$ cat src/rtl/if_stage_pkg.sv
// Shared widths, bus field offsets and queue entry type for the fetch stage.
// Pure declarations: no latency, no flow control.
package if_stage_pkg;

    localparam int PS_TO_FS_BUS_WD = 40;
    localparam int FS_TO_DS_BUS_WD = 70;

    localparam int PS_INST_VALID_BIT = 39;
    localparam int PS_BDD_BIT        = 38;
    localparam int PS_PC_LSB         = 6;
    localparam int PS_EX_BIT         = 5;
    localparam int FS_INST_LSB       = 38;

    localparam int FQ_DEPTH = 4;

    localparam logic [4:0] NO_EX    = 5'h00;
    localparam logic [4:0] EXC_ADEL = 5'h04;

    typedef struct packed {
        logic        vld;
        logic        data_ok;
        logic [31:0] pc;
        logic        ex;
        logic [4:0]  exctype;
        logic [31:0] inst;
    } fq_entry_t;

    function automatic logic [FS_TO_DS_BUS_WD-1:0] pack_fs_bus(input fq_entry_t e);
        return {e.inst, e.pc, e.ex, e.exctype};
    endfunction

endpackage

$ cat src/rtl/fetch_queue.sv
// In-order fetch queue with per-entry data_ok and an oldest-pending fill port; 1-cycle enq-to-head.
// No internal backpressure: caller must not enqueue when full; clear empties the queue next cycle.
module fetch_queue
    import if_stage_pkg::*;
#(
    parameter int DEPTH = FQ_DEPTH,
    parameter int CNT_W = $clog2(DEPTH) + 1
) (
    input  logic             clk,
    input  logic             reset,
    input  logic             clear,
    input  logic             enq_vld,
    input  fq_entry_t        enq_entry,
    input  logic             deq,
    input  logic             fill_vld,
    input  logic [31:0]      fill_inst,
    output logic             fill_hit,
    output logic [CNT_W-1:0] pending_cnt,
    output logic             full,
    output fq_entry_t        head
);

    localparam int PTR_W = (DEPTH > 1) ? $clog2(DEPTH) : 1;

    fq_entry_t [DEPTH-1:0] ent_q, ent_d;
    logic [PTR_W-1:0]      head_q, head_d, tail_q, tail_d;
    logic [PTR_W-1:0]      fill_idx, scan_idx;
    logic [CNT_W-1:0]      count_q, count_d;

    assign head = ent_q[head_q];
    assign full = (count_q == CNT_W'(DEPTH));

    // Walk from youngest to oldest so the last match is the oldest pending entry.
    always_comb begin
        fill_hit    = 1'b0;
        fill_idx    = '0;
        scan_idx    = '0;
        pending_cnt = '0;
        for (int j = 0; j < DEPTH; j++) begin
            pending_cnt = pending_cnt + CNT_W'(ent_q[j].vld & ~ent_q[j].data_ok);
        end
        for (int i = DEPTH - 1; i >= 0; i--) begin
            scan_idx = head_q + PTR_W'(i);
            if (ent_q[scan_idx].vld && !ent_q[scan_idx].data_ok) begin
                fill_hit = 1'b1;
                fill_idx = scan_idx;
            end
        end
    end

    always_comb begin
        ent_d   = ent_q;
        head_d  = head_q;
        tail_d  = tail_q;
        count_d = count_q;
        if (clear) begin
            for (int j = 0; j < DEPTH; j++) begin
                ent_d[j].vld = 1'b0;
            end
            head_d  = '0;
            tail_d  = '0;
            count_d = '0;
        end else begin
            if (fill_vld && fill_hit) begin
                ent_d[fill_idx].inst    = fill_inst;
                ent_d[fill_idx].data_ok = 1'b1;
            end
            if (deq) begin
                ent_d[head_q].vld = 1'b0;
                head_d            = head_q + PTR_W'(1);
            end
            if (enq_vld) begin
                ent_d[tail_q]     = enq_entry;
                ent_d[tail_q].vld = 1'b1;
                tail_d            = tail_q + PTR_W'(1);
            end
            count_d = count_q + CNT_W'(enq_vld) - CNT_W'(deq);
        end
    end

    always_ff @(posedge clk or negedge reset) begin
        if (!reset) begin
            ent_q   <= '0;
            head_q  <= '0;
            tail_q  <= '0;
            count_q <= '0;
        end else begin
            ent_q   <= ent_d;
            head_q  <= head_d;
            tail_q  <= tail_d;
            count_q <= count_d;
        end
    end

endmodule

$ cat src/rtl/if_stage.sv
// Fetch stage: pairs pre-IF requests with in-order ICache data; >=1 cycle request-to-decode.
// fs_allowin drops only when the queue is full (no ds_allowin feed-through); flush cancels pending returns.
module if_stage
    import if_stage_pkg::*;
#(
    parameter int DEPTH = FQ_DEPTH,
    parameter int CNT_W = $clog2(DEPTH) + 1
) (
    input  logic                       clk,
    input  logic                       reset,
    input  logic                       ps_to_fs_valid,
    input  logic [PS_TO_FS_BUS_WD-1:0] ps_to_fs_bus,
    output logic                       fs_allowin,
    input  logic                       icache_rdata_ok,
    input  logic [31:0]                icache_rdata,
    input  logic                       flush,
    input  logic                       ds_allowin,
    output logic                       fs_to_ds_valid,
    output logic [FS_TO_DS_BUS_WD-1:0] fs_to_ds_bus
);

    localparam int CNT_MAX = (1 << CNT_W) - 1;

    logic             ps_inst_valid, ps_bdd, accept;
    logic             enq_vld, fill_vld, fill_hit, q_full, deq;
    logic             cancel_hit, ret_drop;
    logic [CNT_W-1:0] pending_cnt, cancel_q, cancel_d;
    logic [CNT_W:0]   cancel_sum;
    fq_entry_t        enq_entry, head;

    assign ps_inst_valid = ps_to_fs_bus[PS_INST_VALID_BIT];
    assign ps_bdd        = ps_to_fs_bus[PS_BDD_BIT];

    assign fs_allowin = ~q_full | flush;
    assign accept     = ps_to_fs_valid & fs_allowin & ~flush;
    assign enq_vld    = accept & ~ps_bdd;

    always_comb begin
        enq_entry         = '0;
        enq_entry.vld     = 1'b1;
        enq_entry.data_ok = ~ps_inst_valid;
        enq_entry.pc      = ps_to_fs_bus[PS_PC_LSB +: 32];
        enq_entry.ex      = ps_to_fs_bus[PS_EX_BIT];
        enq_entry.exctype = ps_to_fs_bus[4:0];
    end

    // Returns owed to cancelled requests are ahead of any live entry's data in ICache order.
    assign cancel_hit = icache_rdata_ok & (cancel_q != '0);
    assign fill_vld   = icache_rdata_ok & ~cancel_hit & ~flush;
    assign ret_drop   = cancel_hit | (icache_rdata_ok & fill_hit);

    assign fs_to_ds_valid = head.vld & head.data_ok & ~flush;
    assign deq            = fs_to_ds_valid & ds_allowin;
    assign fs_to_ds_bus   = head.vld ? pack_fs_bus(head) : '0;

    always_comb begin
        cancel_sum = {1'b0, cancel_q};
        if (flush) begin
            cancel_sum = cancel_sum + {1'b0, pending_cnt} - (CNT_W+1)'(ret_drop);
        end else begin
            cancel_sum = cancel_sum + (CNT_W+1)'(accept & ps_bdd & ps_inst_valid)
                                    - (CNT_W+1)'(cancel_hit);
        end
        cancel_d = (cancel_sum > (CNT_W+1)'(CNT_MAX)) ? CNT_W'(CNT_MAX) : cancel_sum[CNT_W-1:0];
    end

    always_ff @(posedge clk or negedge reset) begin
        if (!reset) begin
            cancel_q <= '0;
        end else begin
            cancel_q <= cancel_d;
        end
    end

    fetch_queue #(
        .DEPTH (DEPTH),
        .CNT_W (CNT_W)
    ) u_fetch_queue (
        .clk         (clk),
        .reset       (reset),
        .clear       (flush),
        .enq_vld     (enq_vld),
        .enq_entry   (enq_entry),
        .deq         (deq),
        .fill_vld    (fill_vld),
        .fill_inst   (icache_rdata),
        .fill_hit    (fill_hit),
        .pending_cnt (pending_cnt),
        .full        (q_full),
        .head        (head)
    );

endmodule

$ cat config.mk
export PLATFORM = sky130hd
export DESIGN_NAME = if_stage
export DESIGN_NICKNAME = d
export VERILOG_FILES = /design/src/rtl/if_stage_pkg.sv /design/src/rtl/fetch_queue.sv /design/src/rtl/if_stage.sv
export SDC_FILE = /design/constraint.sdc
export NUM_CORES = 1
export LEC_CHECK = 0
export CORE_MARGIN = 4
export CORE_UTILIZATION = 53
export DETAILED_ROUTE_END_ITERATION = 12
export GPL_TIMING_DRIVEN = 0
export PLACE_DENSITY = 0.75
export SLEW_MARGIN = 25
export SYNTH_ARGS = -nofsm -noshare
export SYNTH_HDL_FRONTEND = slang
export SYNTH_HIERARCHICAL = 1
export SYNTH_SLANG_ARGS = --single-unit
$ cat constraint.sdc
create_clock -name clk -period 6.3 [get_ports clk]
set_clock_uncertainty 0.05 [all_clocks]
set_input_delay 1.26 -clock clk [delete_from_list [all_inputs] [get_ports clk]]
set_output_delay 1.26 -clock clk [all_outputs]
set_load 0.05 [all_outputs]
==> results.json <==
{
  "clockBufferDepth": 3,
  "rsz0062_at_grt": "no",
  "antenna_found_initial": 1,
  "drc": 0,
  "worst_setup_path_start_kind": "flip-flop",
  "clock_power_share_pct": 41.9,
  "hold-path-endpoint": "u_fetch_queue/ent_q[279]",
  "ant_nets": 0,
  "chipWidth_um": 180,
  "grt_pass1_wl_um": 72700,
  "first_iter_violations": 1187,
  "drv_cap": 0,
  "worst_pin_slew_ns": 0.977,
  "setup_viol_count_final": 0,
  "clk_pin_slew_ns": 0.06,
  "grt_max_degree": 92,
  "period_needed_ns": 5.80,
  "cts_buffers": 35,
  "max_slew_margin_pct": 34.9,
  "crit_path_end_kind": "output port",
  "grt_pass1_vias": 13100,
  "dpl.cell_count": 2076,
  "combPwrFrac_pct": 14.9,
  "rr_startpoint": "u_fetch_queue/head_q[1]",
  "power_mw": 5.02,
  "p_seq_share_pct": 43.2,
  "post-cts-setup-buffers": 0,
  "crit_path_frequent_cell": "clkbuf_1",
  "seqCellArea_um2": 7460,
  "via_count": 12600,
  "final_area_um2": 19400,
  "pre_cts_ws_ns": 1.02,
  "yosys_warnings": 6,
  "hold_depth": 2,
  "min_from": "u_fetch_queue/ent_q[279]",
  "critPathMaxFanout": 10,
  "gp_congestion": 0.887,
  "placed_area_um2": 18200,
  "start_util_pct": 54.0,
  "postLayoutSetupSlackWorst_ns": 0.501,
  "firstDrtPassIters": 5,
  "min_period_over_period_pct": 92.0,
  "multi_input_area_um2": 7810,
  "ir_drop_mv": 0.197,
  "io_pins": 150,
  "dieArea_um2": 32300,
  "worstPathCellList": "clkbuf_1 > clkbuf_1 > clkbuf_1 > buf_1 > mux4_2 > and2_1 > clkdlybuf4s50_1",
  "worst_path_max_delay_cell": "clkbuf_1",
  "drv_slew": 0,
  "p_sw_mw": 1.30,
  "dieHeight_um": 180,
  "root_buffer": "clkbuf_16",
  "ctsHoldBuffers": 0,
  "post_cts_resized": 0,
  "area_growth_pct": 23.8,
  "n_fill_cell": 2188,
  "fmax_mhz": 172,
  "cts.sinks": 298,
  "cpPeakStageDelay_ns": 0.71,
  "synth_cells": 1414,
  "final_layout_size_suffix_gt1_share_pct": 14.4,
  "routed_via_density": 5.90,
  "critical_path_required_ns": 4.99,
  "path_class": "flip-flop to output port",
  "cts_tree": "yes",
  "reg2reg_slack_ns": 0.94,
  "htree_levels": 2,
  "status": "finished, final reports clean",
  "rows": 62,
  "synth_area_um2": 15600,
  "grt.total_usage_pct": 27.9,
  "core_area_um2": 28900,
  "cp.arrival_ns": 4.49,
  "reg2reg_depth": 12,
  "power.density_nw_per_um2": 260,
  "internal-power_mw": 3.72,
  "worstHoldPathType": "flip-flop to flip-flop",
  "dpl.hpwl_um": 30900,
  "routed_wl_um": 45400,
  "grt_overflow": 0,
  "final_cells": 2138,
  "switching_share_pct": 25.9,
  "io_buffers": 148,
  "routedWlPerCell_um": 21.2,
  "clk_latency_ns": 0.51,
  "synth_area_per_cell_um2": 11.1,
  "finish.utilization_pct": 66.9,
  "fin_nets": 1833,
  "hold_viol": 0,
  "r2r-end": "u_fetch_queue/ent_q[1]",
  "leakage_nw": 8.59
}
## worst max-delay path by stage
stage | startpoint | endpoint | slack [ns] | cells after the start
3_3_place_gp | reset | u_fetch_queue/ent_q[124] | -9.12 | 1
4_1_cts | u_fetch_queue/head_q[1] | fs_to_ds_bus[12] | 0.49 | 7
5_1_grt | u_fetch_queue/head_q[1] | fs_to_ds_bus[15] | 0.26 | 7
6_report | u_fetch_queue/head_q[1] | fs_to_ds_bus[12] | 0.50 | 7
2_1_floorplan | u_fetch_queue/head_q[1] | u_fetch_queue/ent_q[146] | 2.55 | 12
3_5_place_dp | u_fetch_queue/head_q[1] | fs_to_ds_bus[12] | 1.02 | 7
## per-layer routing
metal  track usage [%]  routed length, um  part of all wire [%]  up-vias
met1              38.0              18800                    41     6349
met2              45.2              22000                    48      531
met3              5.82               3250                   7.2      100
met5                 0                  0                     0        -
met4              9.05               1310                   2.9        0
li1                  -                  -                     -     5626
## layout by cell type, fill, tap and decap left out, types with 3 or more instances in the layout
master           count
a211oi_1            98
a21oi_1              6
a32oi_1              3
and2_1              72
buf_1                9
buf_16               3
buf_2               17
buf_4                6
bufinv_16            4
clkbuf_1            84
clkbuf_16           35
clkbuf_8             8
clkdlybuf4s50_1    147
clkinv_2             4
conb_1             128
dfrtp_1            298
fa_1                 4
ha_1                22
inv_1               92
inv_2                3
inv_6                3
mux2_2              76
mux2i_1              3
mux4_2              73
nand2_1            245
nand2b_1             5
nand3_1              4
nor2_1              17
nor3_1              33
o211ai_1             3
o221a_1             64
o22ai_1             66
or3_1               64
xnor2_1              7
## worst max-delay path, delay by kind of cell, from the launching register on
family	cells	cell delay (ns)
flops	1	0.37
simple gates	1	0.17
mux	1	0.43
buf+inv	5	3.00
## through the flow
stage / setup TNS, ns / hold slack, ns
2_1_floorplan: 0 / 0.390
6_report: 0 / 0.425
3_3_place_gp: -2705.28 / 0.402
3_5_place_dp: 0 / 0.409
5_1_grt: 0 / 0.440
4_1_cts: 0 / 0.423
## state kept, by name, indices dropped and copies added (netlist names)
| name | count |
|---|---|
| u_fetch_queue/head_q | 2 |
| u_fetch_queue/tail_q | 2 |
| cancel_q | 3 |
| u_fetch_queue/count_q | 3 |
| u_fetch_queue/ent_q | 288 |
## power by group through the flow
stage | sequential (mW) | combinational, mW | clock [mW]
floorplan | 2.17 | 0.492 | 0
global placement | 2.19 | 0.713 | 0
detailed placement | 2.20 | 0.746 | 0
CTS | 2.17 | 0.751 | 2.12
global route | 2.18 | 0.822 | 2.22
finish | 2.17 | 0.749 | 2.11
## area by class of cell
cell class | instances | area share (%)
Tap cell | 384 | 2.48
Clock inverter | 14 | 0.983
Antenna cell | 1 | 0.0129
Multi-Input combinational cell | 1033 | 40.4
Timing Repair Buffer | 151 | 8.11
Buffer | 115 | 2.51
Clock buffer | 47 | 5.17
Inverter | 95 | 1.84
Sequential cell | 298 | 38.5
No activity file was read; power rests on OpenSTA's default activity.
